--- config.mk ---
export PLATFORM = sky130hd
export DESIGN_NAME = immediate_encode
export DESIGN_NICKNAME = d
export VERILOG_FILES = /design/src/rtl/immediate_encode.sv
export SDC_FILE = /design/constraint.sdc
export NUM_CORES = 1
export LEC_CHECK = 0
export CAP_MARGIN = 10
export CORE_MARGIN = 2
export CORE_UTILIZATION = 35
export DETAILED_ROUTE_END_ITERATION = 10
export PLACE_DENSITY_LB_ADDON = 0.3
export REMOVE_ABC_BUFFERS = 1
export SYNTH_ARGS = -nofsm -noshare
export SYNTH_HDL_FRONTEND = slang
export SYNTH_SLANG_ARGS = --single-unit
export TNS_END_PERCENT = 5
--- constraint.sdc ---
create_clock -name CLK -period 7 [get_ports CLK]
set_clock_uncertainty 0.1 [all_clocks]
set_input_delay 0.7 -clock CLK [delete_from_list [all_inputs] [get_ports CLK]]
set_output_delay 0.7 -clock CLK [all_outputs]
set_load 0.05 [all_outputs]
--- src/rtl/immediate_encode.sv ---
// Two-stage pipelined RV32 immediate encoder: scatters a 32-bit immediate into
// instruction[31:7] for the selected format, range-checks it and tracks errors.
module immediate_encode #(
  parameter int ERR_CNT_W = 16
) (
  input  logic                 CLK,
  input  logic                 RESET,
  input  logic                 IN_VALID,
  output logic                 IN_READY,
  input  logic [31:0]          IMM,
  input  logic [2:0]           IMM_SEL,
  input  logic [24:0]          BASE,
  output logic                 OUT_VALID,
  input  logic                 OUT_READY,
  output logic [24:0]          OUT,
  output logic                 OUT_ERR,
  output logic                 ERR_STICKY,
  output logic [ERR_CNT_W-1:0] ERR_CNT,
  input  logic                 CLR_ERR
);

  localparam logic [2:0] SEL_U  = 3'b000;
  localparam logic [2:0] SEL_J  = 3'b001;
  localparam logic [2:0] SEL_S  = 3'b010;
  localparam logic [2:0] SEL_B  = 3'b011;
  localparam logic [2:0] SEL_I  = 3'b100;
  localparam logic [2:0] SEL_SH = 3'b101;
  localparam logic [2:0] SEL_IU = 3'b110;

  localparam logic [ERR_CNT_W-1:0] CNT_MAX = {ERR_CNT_W{1'b1}};

  function automatic logic [24:0] encode_imm(input logic [31:0] imm,
                                             input logic [2:0]  sel,
                                             input logic [24:0] base);
    logic [24:0] o;
    o = base;
    case (sel)
      SEL_U:  o[24:5] = imm[31:12];
      SEL_J: begin
        o[24]    = imm[20];
        o[23:14] = imm[10:1];
        o[13]    = imm[11];
        o[12:5]  = imm[19:12];
      end
      SEL_S: begin
        o[24:18] = imm[11:5];
        o[4:0]   = imm[4:0];
      end
      SEL_B: begin
        o[24]    = imm[12];
        o[23:18] = imm[10:5];
        o[4:1]   = imm[4:1];
        o[0]     = imm[11];
      end
      SEL_I, SEL_IU: o[24:13] = imm[11:0];
      SEL_SH: o[17:13] = imm[4:0];
      default: o = base;
    endcase
    return o;
  endfunction

  // Low bits are still encoded when this flags; it only reports loss of information.
  function automatic logic range_err(input logic [31:0] imm, input logic [2:0] sel);
    logic e;
    case (sel)
      SEL_U:         e = (imm[11:0] != 12'd0);
      SEL_J:         e = imm[0] | (imm[31:20] != {12{imm[20]}});
      SEL_B:         e = imm[0] | (imm[31:12] != {20{imm[12]}});
      SEL_S, SEL_I:  e = (imm[31:11] != {21{imm[11]}});
      SEL_IU:        e = (imm[31:12] != 20'd0);
      SEL_SH:        e = (imm[31:5] != 27'd0);
      default:       e = 1'b1;
    endcase
    return e;
  endfunction

  logic                 s1_valid_q, s1_valid_d;
  logic [31:0]          s1_imm_q, s1_imm_d;
  logic [2:0]           s1_sel_q, s1_sel_d;
  logic [24:0]          s1_base_q, s1_base_d;
  logic                 out_valid_q, out_valid_d;
  logic [24:0]          out_q, out_d;
  logic                 out_err_q, out_err_d;
  logic                 err_sticky_q, err_sticky_d;
  logic [ERR_CNT_W-1:0] err_cnt_q, err_cnt_d;

  logic s2_adv;
  logic in_fire;
  logic out_fire;

  assign s2_adv   = !out_valid_q || OUT_READY;
  assign IN_READY = !s1_valid_q || s2_adv;
  assign in_fire  = IN_VALID && IN_READY;
  assign out_fire = out_valid_q && OUT_READY;

  assign OUT_VALID  = out_valid_q;
  assign OUT        = out_q;
  assign OUT_ERR    = out_err_q;
  assign ERR_STICKY = err_sticky_q;
  assign ERR_CNT    = err_cnt_q;

  // Next-state for both pipeline stages and the error accounting.
  always_comb begin
    s1_valid_d   = s1_valid_q;
    s1_imm_d     = s1_imm_q;
    s1_sel_d     = s1_sel_q;
    s1_base_d    = s1_base_q;
    out_valid_d  = out_valid_q;
    out_d        = out_q;
    out_err_d    = out_err_q;
    err_sticky_d = err_sticky_q;
    err_cnt_d    = err_cnt_q;

    if (in_fire) begin
      s1_valid_d = 1'b1;
      s1_imm_d   = IMM;
      s1_sel_d   = IMM_SEL;
      s1_base_d  = BASE;
    end else if (s2_adv) begin
      s1_valid_d = 1'b0;
    end else begin
      s1_valid_d = s1_valid_q;
    end

    if (s2_adv) begin
      out_valid_d = s1_valid_q;
      if (s1_valid_q) begin
        out_d     = encode_imm(s1_imm_q, s1_sel_q, s1_base_q);
        out_err_d = range_err(s1_imm_q, s1_sel_q);
      end else begin
        out_d     = out_q;
        out_err_d = out_err_q;
      end
    end else begin
      out_valid_d = out_valid_q;
    end

    // Clear has priority over a coincident errored handshake.
    if (CLR_ERR) begin
      err_sticky_d = 1'b0;
      err_cnt_d    = '0;
    end else if (out_fire && out_err_q) begin
      err_sticky_d = 1'b1;
      if (err_cnt_q != CNT_MAX) begin
        err_cnt_d = err_cnt_q + ERR_CNT_W'(1);
      end else begin
        err_cnt_d = err_cnt_q;
      end
    end else begin
      err_sticky_d = err_sticky_q;
    end
  end

  // State registers; reset drops any in-flight items.
  always_ff @(posedge CLK or posedge RESET) begin
    if (RESET) begin
      s1_valid_q   <= 1'b0;
      s1_imm_q     <= 32'd0;
      s1_sel_q     <= 3'd0;
      s1_base_q    <= 25'd0;
      out_valid_q  <= 1'b0;
      out_q        <= 25'd0;
      out_err_q    <= 1'b0;
      err_sticky_q <= 1'b0;
      err_cnt_q    <= '0;
    end else begin
      s1_valid_q   <= s1_valid_d;
      s1_imm_q     <= s1_imm_d;
      s1_sel_q     <= s1_sel_d;
      s1_base_q    <= s1_base_d;
      out_valid_q  <= out_valid_d;
      out_q        <= out_d;
      out_err_q    <= out_err_d;
      err_sticky_q <= err_sticky_d;
      err_cnt_q    <= err_cnt_d;
    end
  end

endmodule

==> impl_metrics.csv, run 1 <==
group,metric,value,unit
run_status,status,"complete, no violations",
power_and_ir_drop,seqPwrFrac,42.2,%
global_route,grt_pass1_wl,20500,um
power_and_ir_drop,power_switching,654,uW
floorplanning,core,14400,um2
global_route,grt_overflow,0,
routing,num_vias,3891,
floorplanning,dieWidth,125,um
synth,yosys_warnings,0,
synth,syn_area,5150,um2
timing,drv_slew,0,
placement,dpl.hpwl,8560,um
synth,synth.avg_cell_area,11.2,um2
clock_tree,post_cts_resized,0,
routing,wire_per_inst,16.6,um
timing,setup_tns,0,ns
worst_setup_path,crit_buf_inv,2,
power_and_ir_drop,sw_frac_of_total,34.8,%
timing,max_slew.worst_pin.slew,1.01,ns
clock_tree,clock_tree.buffer_depth,2,
synth,synth_edf_count,0,
synth,yosysSeqAreaShare,51.1,%
job,cap_violations,0,
worst_setup_path,slowest_delay,0.82,ns
final_layout,nNetsFinal,626,
placement,routabilityCongestion,0.952,
power_and_ir_drop,p_int,1.22,mW
final_layout,final_cell_mix,"clkdlybuf4s50_1, dfrtp_1, mux2_2",
clock_tree,hold_buffers,0,
placement,placed_cells,730,
worst_setup_path,path_cells,"clkdlybuf4s50_1, nand3b_1, clkdlybuf4s50_1",
worst_setup_path,start_kind,"input port",
routing,drt-total-wl,12400,um
clock_tree,cts_max_level,3,
final_layout,fin_util,46.4,%
timing,fin_crit,3.01,ns
power_and_ir_drop,total_leakage_power,2.68,nW
worst_setup_path,slowest_stage,"clkdlybuf4s50_1",
power_and_ir_drop,powerDensity,280,nW/um2
clock_tree,cts_tree,"done",
timing,hold_viol_final,0,
worst_setup_path,critPathTopFamily,"buffers and inverters",
clock_tree,cts_num_sinks,105,
floorplanning,initial_utilization,35.7,%
floorplanning,boundaryPins,110,
timing,rsz0062_at_grt,"no",
placement,port_buffers,109,
final_layout,syn_to_final_growth,30.1,%
synth,synth_seq_cells,105,
worst_setup_path,cp_max_fo,4,
timing,setup-violations-final,0,
worst_setup_path,cp.arrival,2.21,ns
floorplanning,dieHeight,125,um
synth,synthCells,458,
synth,ys_async_sr_fraction,100,%
routing,firstDrtPassIters,7,
power_and_ir_drop,ir_drop,0.184,mV
global_route,grt_pass1_vias,4001,
routing,drc,0,
worst_setup_path,worst_ep_required_time,6.20,ns
power_and_ir_drop,clkPwrFrac,27.6,%
timing,fin_crit_sh,43.0,%
floorplanning,dieArea,15700,um2
timing,relSlewSlack,32.8,%
final_layout,diodes,0,
global_route,grt_max_degree,81,
floorplanning,core.rowCount,44,
synth,postSynth.topFlopCell,"dfrtp_1",
global_route,antenna_found_initial,0,
power_and_ir_drop,combPwrFrac,30.2,%
worst_setup_path,crit_type,"input port to output port",
synth,synth.distinct_cells,50,
clock_tree,numCtsBuffers,9,
clock_tree,root_buffer,"clkbuf_16",
global_route,grt_usage,16.4,%
clock_tree,clk_latency,0.36,ns
final_layout,final_common_cell,"clkdlybuf4s50_1",
routing,drtIter0Drc,248,
routing,ant_nets,0,
worst_setup_path,cp-end-kind,"output port",
clock_tree,post_cts_buffers,0,
routing,vias_per_cell,5.22,
final_layout,final_layout_size_suffix_gt1_share,19.0,%
worst_setup_path,crit_top_cell,"clkdlybuf4s50_1",
final_layout,stdcell_count,746,
timing,fmax,332,MHz
hold_path,hold_class,"register to register",
clock_tree,clk_pin_slew,0.07,ns
## stage by stage
stage / instance area [um2] / power (mW) / setup slack, ns / hold slack, ns
floorplan: 5030 / 1.16 / 3.44 / 0.374
global placement: 6390 / 1.37 / 4.02 / 0.362
detailed placement: 6390 / 1.38 / 4.00 / 0.373
CTS: 6700 / 1.91 / 3.99 / 0.390
global route: 6700 / 1.98 / 3.95 / 0.411
finish: 6700 / 1.88 / 3.99 / 0.382
## logic make-up after synthesis
kind of cell / synth area share, %
adder cells (fa/ha/maj): 0.973
multiplexers: 20.1
AND/OR/NAND/NOR: 14.4
buffers and inverters: 2.67
flip-flops: 51.1
AO/OA/AOI/OAI: 8.58
XOR/XNOR: 2.21
## worst reg2reg max path: cells and delay by family (launching register included)
| family | cells | cell delay [ns] |
|---|---|---|
| AO/OA/AOI/OAI | 2 | 0.30 |
| flip-flops | 1 | 0.69 |
| multiplexers | 1 | 0.42 |
| AND/OR/NAND/NOR | 1 | 0.67 |
## cell usage after synthesis, types with 3 or more instances
master | instances | area [um2]
nor2_1 | 25 | 93.8
a22oi_1 | 9 | 67.6
mux2_1 | 5 | 56.3
o21ai_1 | 9 | 45.0
buf_2 | 11 | 55.1
and3_1 | 4 | 25.0
nor4_1 | 6 | 37.5
mux2i_1 | 19 | 190
nand2b_1 | 6 | 37.5
o21ai_0 | 23 | 115
a21oi_1 | 11 | 55.1
dfrtp_1 | 105 | 2630
nor4_2 | 4 | 50.1
a211oi_1 | 5 | 37.5
clkbuf_1 | 11 | 41.3
nor3_1 | 17 | 85.1
ha_1 | 4 | 50.1
inv_1 | 5 | 18.8
nand2_1 | 44 | 165
nand4_1 | 7 | 43.8
buf_1 | 3 | 11.3
xnor2_1 | 13 | 114
mux2_2 | 70 | 788
nand3_1 | 9 | 45.0
## power groups by stage
| stage | clock (mW) | sequential, mW | combinational, mW |
|---|---|---|---|
| after floorplan | 0 | 0.953 | 0.209 |
| after global placement | 0 | 0.802 | 0.564 |
| after detailed placement | 0 | 0.804 | 0.571 |
| after CTS | 0.541 | 0.793 | 0.574 |
| after global routing | 0.567 | 0.809 | 0.606 |
| final | 0.518 | 0.793 | 0.567 |
## final timing paths
path | startpoint | to | slack (ns) | cells after the start
worst max-delay path | OUT_READY | IN_READY | 3.99 | 3
worst min-delay path | OUT[3] | OUT[3] | 0.38 | 2
worst max register to register | s1_sel_q[1] | OUT[21] | 4.69 | 4
worst min register to register | OUT[3] | OUT[3] | 0.38 | 2
max in group asynchronous | RESET | ERR_CNT[4] | 4.90 | 3
min in group asynchronous | RESET | s1_valid_q | 0.58 | 2
## cell type report
| class | instances | area (um2) |
|---|---|---|
| clock buffer | 9 | 225 |
| clock inverter | 7 | 77.6 |
| fill | 1332 | 7730 |
| inverter | 6 | 25.0 |
| multi-input combinational | 321 | 2380 |
| sequential | 105 | 2630 |
| tap | 184 | 230 |
| timing repair buffer | 114 | 1130 |
## flip-flops by register name, indices dropped and copies added (netlist names)
signal and cells:
OUT_VALID 1, s1_imm_q 32, s1_sel_q 3, s1_valid_q 1, OUT_ERR 1, OUT 25
ERR_STICKY 1, s1_base_q 25, ERR_CNT 16
## metal layers
metal / vias up / global-route usage, % / part of all wire (%) / wire, um
met3: 17 / 5.86 / 6.9 / 855
met5: - / 0 / 0 / 0
li1: 1850 / - / - / -
met2: 141 / 26.5 / 48 / 5910
met4: 0 / 4.38 / 1.2 / 154
met1: 1883 / 21.0 / 44 / 5510
Power figures use the tool's default switching activity.
==> run 2: changes to the inputs <==
- clock period: 7 -> 2.7 ns (I/O delays scaled with it)
==> impl_metrics.csv, run 2 (synthesized netlist as in run 1, its figures left out) <==
group,metric,value,unit
routing,drtIter0Drc,234,
final_layout,nNetsFinal,634,
timing,setup-violations-final,0,
power_and_ir_drop,seqPwrFrac,41.9,%
worst_setup_path,cp_max_fo,4,
timing,fmax,465,MHz
global_route,grt_usage,16.3,%
final_layout,diodes,0,
clock_tree,cts_num_sinks,105,
placement,routabilityCongestion,0.945,
final_layout,largest_reg_flops,32,
timing,fin_crit_sh,79.7,%
floorplanning,initial_utilization,35.7,%
routing,firstDrtPassIters,5,
timing,setup_tns,0,ns
routing,wire_per_inst,16.6,um
floorplanning,dieHeight,125,um
global_route,grt_overflow,0,
timing,drv_slew,0,
worst_setup_path,path_cells,"clkdlybuf4s50_1, nand3b_1, clkdlybuf4s50_1",
run_status,status,"complete, no violations",
power_and_ir_drop,powerDensity,728,nW/um2
clock_tree,hold_buffers,0,
clock_tree,clock_tree.buffer_depth,2,
worst_setup_path,cp-end-kind,"output port",
floorplanning,dieArea,15700,um2
worst_setup_path,worstSetupPathDepth,3,
power_and_ir_drop,combPwrFrac,30.1,%
final_layout,final_common_cell,"clkdlybuf4s50_1",
power_and_ir_drop,p_int,3.27,mW
clock_tree,clk_pin_slew,0.07,ns
routing,drc,0,
final_layout,syn_to_final_growth,31.8,%
placement,dpl.hpwl,9000,um
floorplanning,core.rowCount,44,
timing,fin_crit,2.15,ns
clock_tree,clk_latency,0.35,ns
clock_tree,post_cts_resized,0,
global_route,antenna_found_initial,0,
clock_tree,cts_tree,"done",
worst_setup_path,slowest_stage,"clkdlybuf4s50_1",
worst_setup_path,endpoint,"IN_READY",
final_layout,finish.instance_area,6780,um2
floorplanning,dieWidth,125,um
global_route,grt_max_degree,61,
worst_setup_path,cp.arrival,1.78,ns
timing,hold_viol_final,0,
worst_setup_path,critPathLaunch,"OUT_READY",
worst_setup_path,slowest_delay,0.82,ns
floorplanning,boundaryPins,110,
power_and_ir_drop,clkPwrFrac,28.1,%
worst_setup_path,r2r_slack,0.59,ns
worst_setup_path,crit_top_cell,"clkdlybuf4s50_1",
worst_setup_path,start_kind,"input port",
global_route,grt_pass1_wl,20600,um
timing,rsz0062_at_grt,"no",
job,cap_violations,0,
timing,relSlewSlack,61.3,%
routing,num_vias,3955,
clock_tree,root_buffer,"clkbuf_16",
placement,dpl_cell_area,6470,um2
routing,vias_per_cell,5.25,
clock_tree,post_cts_buffers,0,
clock_tree,numCtsBuffers,9,
routing,ant_nets,0,
worst_setup_path,crit_buf_inv,2,
global_route,grt_pass1_vias,3988,
power_and_ir_drop,sw_frac_of_total,33.7,%
worst_setup_path,critPathTopFamily,"buffers and inverters",
worst_setup_path,crit_type,"input port to output port",
hold_path,hold_class,"input port to asynchronous set/reset pin",
worst_setup_path,worst_ep_required_time,2.33,ns
worst_setup_path,worst_r2r_path_depth,7,
final_layout,regMostFlops,"s1_imm_q",
final_layout,num-fill-cells,1380,
power_and_ir_drop,power_switching,1.67,mW
final_layout,final_layout_size_suffix_gt1_share,19.8,%
power_and_ir_drop,ir_drop,0.353,mV
final_layout,final_cell_mix,"clkdlybuf4s50_1, dfrtp_1, mux2_2",
placement,port_buffers,109,
worst_setup_path,reg2reg_to,"OUT_ERR",
final_layout,fin_util,47.0,%
clock_tree,cts_max_level,3,
power_and_ir_drop,total_leakage_power,2.72,nW
worst_setup_path,timing.rr.start,"s1_imm_q[11]",
floorplanning,core,14400,um2
timing,max_slew.worst_pin.slew,0.574,ns
routing,drt-total-wl,12500,um
==> run 2: worst min path at each step <==
| stage | start | endpoint | slack [ns] | depth (start not counted) |
|---|---|---|---|---|
| detailed placement | OUT[13] | OUT[13] | 0.37 | 2 |
| CTS | RESET | s1_base_q[16] | 0.22 | 2 |
| global route | RESET | s1_base_q[16] | 0.27 | 2 |
| global placement | OUT[13] | OUT[13] | 0.36 | 2 |
| finish | RESET | s1_base_q[16] | 0.21 | 2 |
| floorplan | CLR_ERR | ERR_CNT[3] | 0.24 | 1 |
==> run 2: worst reg2reg max path, cell delays in order, from the launching register on <==
cell and delay [ns]:
dfrtp_1 0.51, inv_1 0.13, ha_1 0.33, nor4_1 0.29, nand3_1 0.12, o41ai_1 0.08
o21ai_1 0.12, a221o_1 0.31
==> run 2: area by class of cell <==
cell class | count | area [um2] | area share [%]
inverter | 6 | 25.0 | 0.369
sequential | 105 | 2630 | 38.8
timing repair buffer | 122 | 1200 | 17.7
clock inverter | 5 | 80.1 | 1.18
clock buffer | 11 | 233 | 3.43
tap | 184 | 230 | 3.40
multi-input combinational | 321 | 2380 | 35.2
==> run 2: power by group through the flow <==
stage / sequential [mW] / clock [mW] / combinational, mW
floorplan: 2.47 / 0 / 0.541
global placement: 2.08 / 0 / 1.48
detailed placement: 2.09 / 0 / 1.50
finish: 2.07 / 1.39 / 1.48
global route: 2.11 / 1.50 / 1.59
CTS: 2.07 / 1.43 / 1.50
==> run 2: per-layer routing <==
| layer | track usage (%) | routed length (um) | vias to the layer above |
|---|---|---|---|
| met5 | 0 | 0 | - |
| met4 | 5.69 | 230 | 0 |
| met3 | 4.15 | 732 | 14 |
| met2 | 26.2 | 5820 | 133 |
| met1 | 21.5 | 5730 | 1933 |
| li1 | - | - | 1875 |
==> run 2: metrics by stage <==
step / worst slack (ns) / hold slack (ns) / cells / total power, mW
floorplan: -0.655 / 0.236 / 432 / 3.01
global placement: 0.576 / 0.364 / 738 / 3.56
detailed placement: 0.563 / 0.372 / 738 / 3.59
CTS: 0.556 / 0.224 / 754 / 5.00
global route: 0.407 / 0.274 / 754 / 5.19
finish: 0.549 / 0.213 / 754 / 4.94
